[src/rtl/adder_rr_arbiter_if.sv]
// Requester/result bundle for adder_rr_arbiter: NREQ packed operand pairs in, one tagged sum out.
// The master drives operands and res_ready; the slave (arbiter) drives grants and the result slot.
interface adder_rr_arbiter_if #(
    parameter int WIDTH = 32,
    parameter int NREQ  = 4
);
    localparam int IDW = $clog2(NREQ);

    logic [NREQ-1:0]       req_valid;
    logic [NREQ*WIDTH-1:0] req_a;
    logic [NREQ*WIDTH-1:0] req_b;
    logic [NREQ-1:0]       req_ready;
    logic                  res_valid;
    logic                  res_ready;
    logic [WIDTH-1:0]      res_sum;
    logic                  res_cout;
    logic [IDW-1:0]        res_id;

    modport master (
        output req_valid, req_a, req_b, res_ready,
        input  req_ready, res_valid, res_sum, res_cout, res_id
    );

    modport slave (
        input  req_valid, req_a, req_b, res_ready,
        output req_ready, res_valid, res_sum, res_cout, res_id
    );
endinterface

[src/rtl/adder_rr_arbiter.sv]
// Round-robin share of one carry-skip adder; 1-cycle accept-to-result latency, 1 result/cycle.
// Stalled slot (res_valid && !res_ready) blocks all grants; ADDER_ARB_STATS_EN adds per-requester grant counters.
module carry_skip #(
    parameter int width = 32
) (
    input  logic [width-1:0] i_a,
    input  logic [width-1:0] i_b,
    input  logic             i_cin,
    output logic [width-1:0] o_sum,
    output logic             o_cout
);
    localparam int NBLK = width / 4;

    logic w_c;
    logic w_bc;
    logic w_p;
    logic w_all_p;

    // 4-bit ripple blocks; a fully-propagating block forwards its carry-in straight past the ripple chain
    always_comb begin
        o_sum   = '0;
        w_c     = i_cin;
        w_bc    = 1'b0;
        w_p     = 1'b0;
        w_all_p = 1'b0;
        for (int blk = 0; blk < NBLK; blk++) begin
            w_bc    = w_c;
            w_all_p = 1'b1;
            for (int j = 0; j < 4; j++) begin
                w_p                = i_a[blk*4+j] ^ i_b[blk*4+j];
                o_sum[blk*4+j]     = w_p ^ w_c;
                w_c                = (i_a[blk*4+j] & i_b[blk*4+j]) | (w_p & w_c);
                w_all_p            = w_all_p & w_p;
            end
            if (w_all_p) begin
                w_c = w_bc;
            end
        end
        o_cout = w_c;
    end
endmodule

module adder_rr_arbiter #(
    parameter int WIDTH = 32,
    parameter int NREQ  = 4
) (
    input  logic                 clk,
    input  logic                 rst_n,
    adder_rr_arbiter_if.slave    bus
`ifdef ADDER_ARB_STATS_EN
    ,
    input  logic                 stats_clr,
    output logic [NREQ*16-1:0]   grant_cnt
`endif
);
    localparam int IDW = $clog2(NREQ);

    if ((WIDTH % 4) != 0 || WIDTH < 4) begin : g_bad_width
        $error("adder_rr_arbiter: WIDTH must be a positive multiple of 4");
    end
    if (NREQ < 2 || NREQ > 16) begin : g_bad_nreq
        $error("adder_rr_arbiter: NREQ must be in 2..16");
    end

    logic [IDW-1:0]   r_ptr;
    logic             r_res_valid;
    logic [WIDTH-1:0] r_sum;
    logic             r_cout;
    logic [IDW-1:0]   r_id;

    logic             w_slot_free;
    logic             w_any;
    logic [IDW-1:0]   w_gidx;
    logic [IDW:0]     w_scan;
    logic             w_xfer;
    logic [WIDTH-1:0] w_a;
    logic [WIDTH-1:0] w_b;
    logic [WIDTH-1:0] w_sum;
    logic             w_cout;

    assign w_slot_free = !r_res_valid || bus.res_ready;

    // First valid requester at or above the pointer, wrapping past NREQ-1
    always_comb begin
        w_any  = 1'b0;
        w_gidx = '0;
        w_scan = '0;
        for (int k = 0; k < NREQ; k++) begin
            w_scan = {1'b0, r_ptr} + (IDW+1)'(k);
            if (w_scan >= (IDW+1)'(NREQ)) begin
                w_scan = w_scan - (IDW+1)'(NREQ);
            end
            if (!w_any && bus.req_valid[w_scan[IDW-1:0]]) begin
                w_any  = 1'b1;
                w_gidx = w_scan[IDW-1:0];
            end
        end
    end

    assign w_xfer        = w_any && w_slot_free && rst_n;
    assign bus.req_ready = w_xfer ? (NREQ'(1) << w_gidx) : '0;

    always_comb begin
        w_a = '0;
        w_b = '0;
        for (int i = 0; i < NREQ; i++) begin
            if (w_gidx == IDW'(i)) begin
                w_a = bus.req_a[i*WIDTH +: WIDTH];
                w_b = bus.req_b[i*WIDTH +: WIDTH];
            end
        end
    end

    carry_skip #(.width(WIDTH)) u_add (
        .i_a    (w_a),
        .i_b    (w_b),
        .i_cin  (1'b0),
        .o_sum  (w_sum),
        .o_cout (w_cout)
    );

    always_ff @(posedge clk or negedge rst_n) begin
        if (!rst_n) begin
            r_res_valid <= 1'b0;
            r_sum       <= '0;
            r_cout      <= 1'b0;
            r_id        <= '0;
            r_ptr       <= '0;
        end else if (w_xfer) begin
            r_res_valid <= 1'b1;
            r_sum       <= w_sum;
            r_cout      <= w_cout;
            r_id        <= w_gidx;
            r_ptr       <= (w_gidx == IDW'(NREQ-1)) ? '0 : w_gidx + 1'b1;
        end else if (bus.res_ready) begin
            r_res_valid <= 1'b0;
        end
    end

    assign bus.res_valid = r_res_valid;
    assign bus.res_sum   = r_sum;
    assign bus.res_cout  = r_cout;
    assign bus.res_id    = r_id;

`ifdef ADDER_ARB_STATS_EN
    logic [15:0] r_cnt [NREQ];

    always_ff @(posedge clk or negedge rst_n) begin
        if (!rst_n) begin
            for (int i = 0; i < NREQ; i++) begin
                r_cnt[i] <= '0;
            end
        end else begin
            for (int i = 0; i < NREQ; i++) begin
                if (stats_clr) begin
                    r_cnt[i] <= '0;
                end else if (w_xfer && w_gidx == IDW'(i) && r_cnt[i] != 16'hFFFF) begin
                    r_cnt[i] <= r_cnt[i] + 16'd1;
                end
            end
        end
    end

    always_comb begin
        grant_cnt = '0;
        for (int i = 0; i < NREQ; i++) begin
            grant_cnt[i*16 +: 16] = r_cnt[i];
        end
    end
`endif
endmodule

[src/flat_wrapper.sv]
// flat-port wrapper written by rule: the top's interface ports become plain ports
module adder_rr_arbiter_flat 
#(
    parameter int WIDTH = 32,
    parameter int NREQ  = 4
)
  (clk, rst_n, bus_req_valid, bus_req_a, bus_req_b, bus_res_ready, bus_req_ready, bus_res_valid, bus_res_sum, bus_res_cout, bus_res_id);
  adder_rr_arbiter_if #(.WIDTH(WIDTH), .NREQ(NREQ)) bus_i ();
  input  logic clk;
  input  logic rst_n;
  input wire logic [$bits(bus_i.req_valid)-1:0] bus_req_valid;
  input wire logic [$bits(bus_i.req_a)-1:0] bus_req_a;
  input wire logic [$bits(bus_i.req_b)-1:0] bus_req_b;
  input wire logic [$bits(bus_i.res_ready)-1:0] bus_res_ready;
  output wire logic [$bits(bus_i.req_ready)-1:0] bus_req_ready;
  output wire logic [$bits(bus_i.res_valid)-1:0] bus_res_valid;
  output wire logic [$bits(bus_i.res_sum)-1:0] bus_res_sum;
  output wire logic [$bits(bus_i.res_cout)-1:0] bus_res_cout;
  output wire logic [$bits(bus_i.res_id)-1:0] bus_res_id;
  assign bus_i.req_valid = bus_req_valid;
  assign bus_i.req_a = bus_req_a;
  assign bus_i.req_b = bus_req_b;
  assign bus_i.res_ready = bus_res_ready;
  assign bus_req_ready = bus_i.req_ready;
  assign bus_res_valid = bus_i.res_valid;
  assign bus_res_sum = bus_i.res_sum;
  assign bus_res_cout = bus_i.res_cout;
  assign bus_res_id = bus_i.res_id;
  adder_rr_arbiter #(.WIDTH(WIDTH), .NREQ(NREQ)) u_core (.clk(clk), .rst_n(rst_n), .bus(bus_i));
endmodule
[config.mk]
export PLATFORM = sky130hd
export DESIGN_NAME = adder_rr_arbiter_flat
export DESIGN_NICKNAME = d
export VERILOG_FILES = /design/src/rtl/adder_rr_arbiter_if.sv /design/src/rtl/adder_rr_arbiter.sv /design/src/flat_wrapper.sv
export SDC_FILE = /design/constraint.sdc
export NUM_CORES = 1
export LEC_CHECK = 0
export ABC_AREA = 1
export CELL_PAD_IN_SITES_DETAIL_PLACEMENT = 0
export CELL_PAD_IN_SITES_GLOBAL_PLACEMENT = 1
export CORE_MARGIN = 2
export CORE_UTILIZATION = 28
export CTS_BUF_LIST = sky130_fd_sc_hd__clkbuf_8
export CTS_CLUSTER_DIAMETER = 40
export DETAILED_ROUTE_END_ITERATION = 6
export PLACE_DENSITY_LB_ADDON = 0.1
export SYNTH_ARGS = -nofsm -noshare
export SYNTH_HDL_FRONTEND = slang
export SYNTH_SLANG_ARGS = --single-unit
[constraint.sdc]
create_clock -name clk -period 46.6 [get_ports clk]
set_clock_uncertainty 0.15 [all_clocks]
set_input_delay 6.99 -clock clk [delete_from_list [all_inputs] [get_ports clk]]
set_output_delay 6.99 -clock clk [all_outputs]
set_load 0.01 [all_outputs]
# Word-level counts from Yosys, hierarchy flattened
# Cells that the tools add are included.
dict set report word_totals {
  register_bits 38
  inputBits 263
  output_inout_bits 40
  word_cells 258
}
dict set report classes {
  add_sub_neg 8
  n_lt_le_gt_ge 8
  eq_ne 3
  shifts 1
  muxes 40
  n_bitwise 181
  n_reduce_logical 12
}
# operator count
set ops {}
lappend ops {{two-way mux 32 bit} 8}
lappend ops {{bitwise AND 1 bit} 87}
lappend ops {{XOR 1 bit} 63}
lappend ops {{OR 1 bit} 31}
lappend ops {{two-way mux 1 bit} 18}
lappend ops {{two-way mux 2 bit} 9}
lappend ops {{less-than comparator 2 x 3 -> 1 bit (second input constant)} 4}
lappend ops {{greater-or-equal comparator 3 bit (second input constant)} 3}
lappend ops {{binary-select mux 1 bit (select 2 bit)} 4}
lappend ops {{subtractor 2 x 1 -> 2 bit (second input constant)} 4}
lappend ops {{adder 2 x 2 -> 3 bit (second input constant)} 2}
lappend ops {{logical AND 1 bit} 5}
lappend ops {{equality test 2 bit (second input constant)} 2}
lappend ops {{logical NOT 1 bit} 4}
lappend ops {{two-way mux 4 bit} 1}
lappend ops {{left shift 1 x 2 -> 4 bit (first input constant)} 1}
lappend ops {{adder 2 x 1 -> 3 bit (second input constant)} 1}
lappend ops {{greater-or-equal comparator 2 x 3 -> 1 bit (second input constant)} 1}
lappend ops {{adder 2 x 1 -> 2 bit (second input constant)} 1}
lappend ops {{equality test 2 x 1 -> 1 bit (second input constant)} 1}
lappend ops {{logical NOT 2 bit} 1}
lappend ops {{nonzero test 2 bit} 1}
lappend ops {{logical OR 1 bit} 1}

# Depth between registers and ports, before layout
# Gate-level depths: netlist (run 1).
dict set report logic_depth {
  ltp_word 90
  mapped_depth 70
  ltp_nobuf 68
}

# Hierarchy
# From an unflattened synthesis (run 1), not the netlist that was laid out.
dict set report unflattened {
  cells_unflattened 647
  hier_area_um2 4803.4
}
# mod n_inst cells_each area_each_um2
set modules_own_cells {}
lappend modules_own_cells {adder_rr_arbiter 1 530 3477.1}
lappend modules_own_cells {carry_skip 1 117 1326.3}

# Worst setup path before layout (run 1)
# OpenSTA, ideal clock, no wires.
dict set report synth_path {
  kind {in2reg}
  from {input port bus_req_valid[1]}
  to {register u_core.r_sum[31], in the netlist u_core.bus.res_sum[31]}
  t_arrival_ps 23388
  required_time_ps 46333
  slack_ps 22945
  cell_stages 65
  cell_sequence {inv_1 > o21ai_0 > nand2_1 > o21ai_1 > and2_1 > nand2_1 > nand4_1 > nand2_1 > ha_1 > nor2_1 > clkbuf_1 > a22oi_1 > nand2_1 > o21ai_0 > a21oi_1 > ha_1 > fa_1 > inv_1 > (+29 left out) > fa_1 > fa_1 > fa_1 > nand2_1 > nand2_1 > fa_1 > fa_1 > fa_1 > fa_1 > or2_2 > and2_1 > fa_1 > fa_1 > fa_1 > inv_1 > fa_1 > nand2_1 > nand2_1}
}
dict set report synth_via {
  elab_chain_len 86
}
# element line
set synth_lines {}
lappend synth_lines {{from (decl)} flat_wrapper.sv:11} ;# input wire logic [$bits(bus_i.req_valid)-1:0] bus_req_valid;
lappend synth_lines {{binary-select mux 1 bit (select 2 bit)} adder_rr_arbiter.sv:93} ;# if (!w_any && bus.req_valid[w_scan[IDW-1:0]]) begin
lappend synth_lines {{two-way mux 1 bit (not written as such)} adder_rr_arbiter.sv:93}
lappend synth_lines {{two-way mux 1 bit} adder_rr_arbiter.sv:93}
lappend synth_lines {{logical NOT 1 bit} adder_rr_arbiter.sv:93}
lappend synth_lines {{logical AND 1 bit} adder_rr_arbiter.sv:93}
lappend synth_lines {{two-way mux 1 bit} adder_rr_arbiter.sv:93}
lappend synth_lines {{logical NOT 1 bit} adder_rr_arbiter.sv:93}
lappend synth_lines {{logical AND 1 bit} adder_rr_arbiter.sv:93}
lappend synth_lines {{(+71 left out)} --}
lappend synth_lines {{bitwise AND 1 bit} adder_rr_arbiter.sv:32} ;# w_c = (i_a[blk*4+j] & i_b[blk*4+j]) | (w_p & w_c);
lappend synth_lines {{OR 1 bit} adder_rr_arbiter.sv:32}
lappend synth_lines {{bitwise AND 1 bit} adder_rr_arbiter.sv:32}
lappend synth_lines {{OR 1 bit} adder_rr_arbiter.sv:32}
lappend synth_lines {{bitwise AND 1 bit} adder_rr_arbiter.sv:32}
lappend synth_lines {{OR 1 bit} adder_rr_arbiter.sv:32}
lappend synth_lines {{XOR 1 bit (*)} adder_rr_arbiter.sv:31} ;# o_sum[blk*4+j] = w_p ^ w_c;
lappend synth_lines {{named net u_core.u_add.o_sum[31]} adder_rr_arbiter.sv:9} ;# output logic [width-1:0] o_sum,
lappend synth_lines {{to (signal assigned)} adder_rr_arbiter.sv:131} ;# r_sum <= w_sum;
lappend synth_lines {{to (decl)} adder_rr_arbiter.sv:67} ;# logic [WIDTH-1:0] r_sum;
# The timed path passes the listed nets; every way through them passes the cells marked *. The select of a mux whose other input is x is not followed.
# A chain may end at the register's enable or synchronous reset.

# Final worst setup path (run 1)
dict set report layout_path {
  from {input port bus_req_valid[1]}
  to {register u_core.r_sum[31], in the netlist u_core.bus.res_sum[31]}
}
dict set report layout_via {
  elab_chain_len 86
}
# element line
set layout_lines {}
lappend layout_lines {{binary-select mux 1 bit (select 2 bit)} adder_rr_arbiter.sv:93}
lappend layout_lines {{two-way mux 1 bit (not written as such)} adder_rr_arbiter.sv:93}
lappend layout_lines {{two-way mux 1 bit} adder_rr_arbiter.sv:93}
lappend layout_lines {{logical NOT 1 bit} adder_rr_arbiter.sv:93}
lappend layout_lines {{logical AND 1 bit} adder_rr_arbiter.sv:93}
lappend layout_lines {{two-way mux 1 bit} adder_rr_arbiter.sv:93}
lappend layout_lines {{logical NOT 1 bit} adder_rr_arbiter.sv:93}
lappend layout_lines {{logical AND 1 bit} adder_rr_arbiter.sv:93}
lappend layout_lines {{(+4 left out)} --}
lappend layout_lines {{named net u_core.w_gidx[1]} adder_rr_arbiter.sv:73} ;# logic [IDW-1:0] w_gidx;
lappend layout_lines {{(+67 left out)} --}
lappend layout_lines {{bitwise AND 1 bit} adder_rr_arbiter.sv:32}
lappend layout_lines {{OR 1 bit} adder_rr_arbiter.sv:32}
lappend layout_lines {{bitwise AND 1 bit} adder_rr_arbiter.sv:32}
lappend layout_lines {{OR 1 bit} adder_rr_arbiter.sv:32}
lappend layout_lines {{bitwise AND 1 bit} adder_rr_arbiter.sv:32}
lappend layout_lines {{OR 1 bit} adder_rr_arbiter.sv:32}
lappend layout_lines {{XOR 1 bit (*)} adder_rr_arbiter.sv:31}
lappend layout_lines {{named net u_core.u_add.o_sum[31]} adder_rr_arbiter.sv:9}
# Marked as above.

==> impl_results.md, run 1 <==
- Detail Route Antenna Nets: 0
- Slew Viols, Final: 0
- Clk pin slew, worst setup/hold paths: 80 ps
- Worst-Skew Late Latency: 280 ps
- Synthesized area: 0.00499 sq mm
- GR Util met3: 3.31%
- Buf/Inv on CP: 8
- Synthesis warning total: 0
- Gr usage total: 21.4%
- Core area: 0.0174 sq mm
- Largest net degree at the start of global routing: 70
- Vias in the first global route: 5606
- Post-DP HPWL: 16.9 mm
- CP top delay family: adder cells
- Worst min-delay path class: reg -> reg
- Worst Path Arrival: 25270 ps
- Cts bufs inserted: 5
- Clk root buf: clkbuf_8
- Finish-stage setup viols: 0
- Critical path startpoint category: primary input
- GR peak layer: met2
- Post-CTS setup buffer count: 0
- RSZ-0062 raised after global routing: false
- Final min period: 25240 ps
- Filler cells: 1803
- Row Count: 48
- Port bufs: 302
- Vias per inst: 4.64
- Die Wd: 138 microns
- Final TNS setup: 0 ps
- Crit path required time: 46640 ps
- Crit end category: flop
- Routed len/inst: 16.9 microns
- Cells after synthesis: 708
- Syn Nets: 1038
- Share of layout cells above drive strength 1: 3.07%
- Most used cell, CP: fa_1
- Synth top area share: 19.0%
- Grt total ovfl: 0
- Synth cell types: 29
- Grt met2 use: 37.1%
- TritonCTS clock tree: done
- Synthesized flop and latch total: 38
- Worst-Margin Slew: 900 ps
- Routed WL: 20.4 mm
- Max-cap violations: 0
- DRT iter0 DRCs: 235
- Placer Congestion: 0.811
- Final #Nets: 1307
- Top-level port count: 303
- Critical-path top delay cell: clkinv_1
- Normalized max-slew margin: 40.0%
- Clock Path Buffers: 2
- Max incr delay on CP: 710 ps
- CTS Sinks: 38
- TritonRoute pass-1 iters: 4
- First-pass GRT wire length: 30.7 mm
- Period utilization: 54.2%
- CTS hold repair buffers: 0
- Initial antenna violation count: 1
- Die Ht: 138 microns
- FMAX: 0.0396 GHz
- Status: finished clean
- Gates resized, CTS repair: 0
- Post-synthesis sequential area ratio: 19.0%
- Final hold violation count: 0
- Area growth, synth to finish: 65.2%
- Top cells by area, synth: dfrtp_1 (19%), nand2_1 (13%), fa_1 (12%), a22oi_1 (9.5%), ha_1 (9.0%)
- Vias: 5580
- Placed cell count: 1195
- DRC viols: 0
- CP max FO: 39
- Non-Filler Instances: 1203
- Post-synth top area cell: dfrtp_1
- Effective utilization at floorplan: 28.8%
- Syn_area_per_cell: 7.05 sq um
- CTS H-tree depth: 2
- Die ar.: 0.0189 sq mm
- Setup CP Type: in -> reg
- Met1 Use GR: 28.2%
- R2R Setup Slk: 27950 ps
per-stage QoR:
stage | cell area (sq um) | hold WS [ps] | setup WS (ps) | util [%]
2_1_floorplan | 4990 | 356 | 22950 | -
3_3_place_gp | 8170 | 305 | 21290 | 47.1
3_5_place_dp | 8170 | 317 | 21030 | 47.1
4_1_cts | 8250 | 334 | 21310 | 47.5
5_1_grt | 8250 | 357 | 20380 | 47.5
6_report | 8250 | 327 | 21360 | 47.5
sequential cells by signal, summed over array words and instances, names as in the netlist:
| signal | count |
|---|---|
| u_core.bus.res_cout | 1 |
| u_core.bus.res_id | 2 |
| u_core.bus.res_sum | 32 |
| u_core.bus.res_valid | 1 |
| u_core.r_ptr | 2 |
area by class of cell:
class | count | area, sq um | area share [%]
Clock buffer | 5 | 68.8 | 0.834
Multi-Input combinational cell | 545 | 3560 | 43.2
Tap cell | 225 | 282 | 3.41
Timing Repair Buffer | 310 | 3080 | 37.3
Antenna cell | 1 | 2.50 | 0.0303
Sequential cell | 38 | 951 | 11.5
Clock inverter | 2 | 10.0 | 0.121
Inverter | 77 | 292 | 3.53
per-layer routing:
metal  routed length, microns  up-vias  part of all wire [%]
met5                        0        -                     0
met4                      187        0                  0.92
met3                     1450        9                   7.1
met2                     9850      198                    48
met1                     8900     2510                    44
li1                         -     2863                     -
cells in the final DEF (no fill, tap or decap), types with 28 or more instances in the layout:
cell type          n
a21oi_1           36
a22o_1            28
a22oi_1           63
clkdlybuf4s50_1  301
dfrtp_1           38
fa_1              31
ha_1              34
inv_1             73
nand2_1          171
nor2_1            77
o21a_1            29
o21ai_1           31
worst paths after layout:
kind	start	endpoint	depth (start not counted)
setup / recovery	bus_req_valid[1]	u_core.bus.res_sum[31]	64
hold / removal	u_core.bus.res_id[0]	u_core.bus.res_id[0]	2
setup reg to reg	u_core.r_ptr[0]	u_core.bus.res_sum[31]	62
hold reg to reg	u_core.bus.res_id[0]	u_core.bus.res_id[0]	2
max in group asynchronous	rst_n	u_core.r_ptr[1]	1
min in group asynchronous	rst_n	u_core.bus.res_sum[2]	1
synthesized netlist by cell type, drive strengths merged:
cell,n
a21oi,36
a221oi,1
a22o,28
a22oi,63
and2,4
buf,15
clkbuf,33
clkinv,1
dfrtp,38
fa,31
ha,36
inv,76
nand2,173
nand3,9
nand4,5
nor2,79
nor3,1
o21a,29
o21ai,45
o31ai,1
or2,3
xnor2,1
worst register-to-register path, delay by kind of cell (launching register included):
family | cells | cell delay, ps
buffers and inverters | 6 | 1570
and+or+nand+nor | 18 | 2500
AOI/OAI and AO/OA | 5 | 950
adders and majority gates | 33 | 12850
DFF | 1 | 530
logic make-up after synthesis:
logic type	synth area share, %
fa+ha+maj	21.4
xor+xnor	0.326
simple gates	22.0
compound gates	27.2
buf+inv	10.0
flops	19.0
Power of run 1 is not shown: default switching activity piles up to over one toggle a cycle in this logic, so the estimate is an artifact.
==> run 2, diff against run 1 <==
CORE_UTILIZATION = 26   (was 28)
clock period = 24.6 ns   (was 46.6 ns; I/O delays follow)
==> impl_results.md, run 2 (synthesis gave the netlist of run 1 again) <==
- Cts bufs inserted: 5 (unchanged)
- R2R depth: 64 (was 62)
- TritonCTS clock tree: done (unchanged)
- Worst min-delay path class: reg -> reg (unchanged)
- CTS H-tree depth: 2 (unchanged)
- Post-DP Area: 0.00818 sq mm (was 0.00817 sq mm)
- Final design area excluding fillers: 0.00832 sq mm (was 0.00825 sq mm)
- CP max FO: 36 (was 39)
- Status: finished clean (unchanged)
- Gr usage total: 20.3% (was 21.4%)
- Final hold violation count: 0 (unchanged)
- Critical-path top delay cell: clkinv_2 (was clkinv_1)
- First-pass GRT wire length: 31.7 mm (was 30.7 mm)
- Routed WL: 21.1 mm (was 20.4 mm)
- Reg-to-reg endpoint: u_core.bus.res_sum[31] (unchanged)
- Routed len/inst: 17.4 microns (was 16.9 microns)
- CTS Sinks: 38 (unchanged)
- Vias: 5588 (was 5580)
- Hold Path Origin: u_core.bus.res_sum[1] (was u_core.bus.res_id[0])
- DRC viols: 0 (unchanged)
- Final #Nets: 1307 (unchanged)
- Commonest non-fill, non-tap cells in the layout: clkdlybuf4s50_1 (301), nand2_1 (171), nor2_1 (77) (unchanged)
- Clk root buf: clkbuf_8 (unchanged)
- Crit path required time: 24640 ps (was 46640 ps)
- Crit end category: flop (unchanged)
- Max reg flops: 32 (unchanged)
- RSZ-0062 raised after global routing: false (unchanged)
- Row Count: 50 (was 48)
- Detail Route Antenna Nets: 0 (unchanged)
- Post-CTS setup buffer count: 0 (unchanged)
- Worst Path Arrival: 21710 ps (was 25270 ps)
- Post-DP HPWL: 17.2 mm (was 16.9 mm)
- Critical path origin: bus_req_valid[1] (unchanged)
- Port bufs: 302 (unchanged)
- Worst-Margin Slew: 686 ps (was 900 ps)
- Top-level port count: 303 (unchanged)
- Non-Filler Instances: 1214 (was 1203)
- Finish-stage setup viols: 0 (unchanged)
- Worst-Skew Late Latency: 300 ps (was 280 ps)
- Area growth, synth to finish: 66.6% (was 65.2%)
- Die ar.: 0.0203 sq mm (was 0.0189 sq mm)
- Core area: 0.0188 sq mm (was 0.0174 sq mm)
- Critical path startpoint category: primary input (unchanged)
- Die Wd: 143 microns (was 138 microns)
- TritonRoute pass-1 iters: 4 (unchanged)
- Grt total ovfl: 0 (unchanged)
- Placed cell count: 1204 (was 1195)
- Max incr delay on CP: 510 ps (was 710 ps)
- Max-cap violations: 0 (unchanged)
- Gates resized, CTS repair: 0 (unchanged)
- Die Ht: 143 microns (was 138 microns)
- Hold path cells: 2 (unchanged)
- Most used cell, CP: fa_1 (unchanged)
- Vias per inst: 4.60 (was 4.64)
- Placer Congestion: 0.799 (was 0.811)
- R2R Setup Slk: 6210 ps (was 27950 ps)
- Reg-to-reg critical path startpoint: u_core.r_ptr[0] (unchanged)
- Most common cell after layout, fill and taps aside: clkdlybuf4s50_1 (unchanged)
- Final TNS setup: 0 ps (unchanged)
- Share of layout cells above drive strength 1: 3.17% (was 3.07%)
- Largest net degree at the start of global routing: 70 (unchanged)
- Normalized max-slew margin: 54.3% (was 40.0%)
- FMAX: 0.0461 GHz
- Final min period: 21670 ps
- DRT iter0 DRCs: 236 (was 235)
- Effective utilization at floorplan: 26.6% (was 28.8%)
- Initial antenna violation count: 2 (was 1)
- Setup CP Type: in -> reg (unchanged)
- Slew Viols, Final: 0 (unchanged)
- CTS hold repair buffers: 0 (unchanged)
- Vias in the first global route: 5726 (was 5606)
- Worst Hold End: u_core.bus.res_sum[1] (was u_core.bus.res_id[0])
- Clk pin slew, worst setup/hold paths: 80 ps (about the same)
- Clock Path Buffers: 2 (unchanged)
- Period utilization: 88.1%
## run 2: cell type report
class	count	area, sq um
timing repair buffer	310	3080
clock inverter	3	68.8
multi-input combinational	545	3560
clock buffer	5	68.8
sequential	38	951
inverter	77	293
antenna	2	5.00
fill	1980	10400
tap	234	293
## run 2: metrics by stage
stage               setup WS, ps  hold slack, ps  utilization [%]
floorplan                   4250             356                -
global placement            2920             308             43.6
detailed placement          2610             309             43.6
CTS                         2930             329             44.3
global route                1780             352             44.3
finish                      2930             326             44.3
## run 2: how the worst max path moves through the flow
stage                     slack, ps  cells after the start                endpoint
after floorplan                4250                     65  u_core.bus.res_sum[31]
after global placement         2920                     66  u_core.bus.res_sum[31]
after detailed placement       2610                     66  u_core.bus.res_sum[31]
after CTS                      2930                     66  u_core.bus.res_sum[31]
after global routing           1780                     66  u_core.bus.res_sum[31]
final                          2930                     66  u_core.bus.res_sum[31]
## run 2: layer usage
layer	global-route usage (%)	up-vias	wire length, microns
li1	-	2869	-
met1	26.8	2518	9550
met4	3.23	0	153
met3	3.47	7	1260
met2	35.2	194	10100
met5	0	-	0
## run 2: critical path, delay by kind of cell
family,cells,cell delay (ps)
AND/OR/NAND/NOR,19,2790
buffers and inverters,8,1730
AO/OA/AOI/OAI,6,970
adder cells (fa/ha/maj),33,12540
Power of run 2 is left out for the same reason.
==> run 3, diff against run 2 <==
GPL_ROUTABILITY_DRIVEN = 0   (was unset)
==> results of run 3 <==
The final DEF is identical to that of run 2; final timing and power are the same.
Power of run 3 is left out for the same reason.
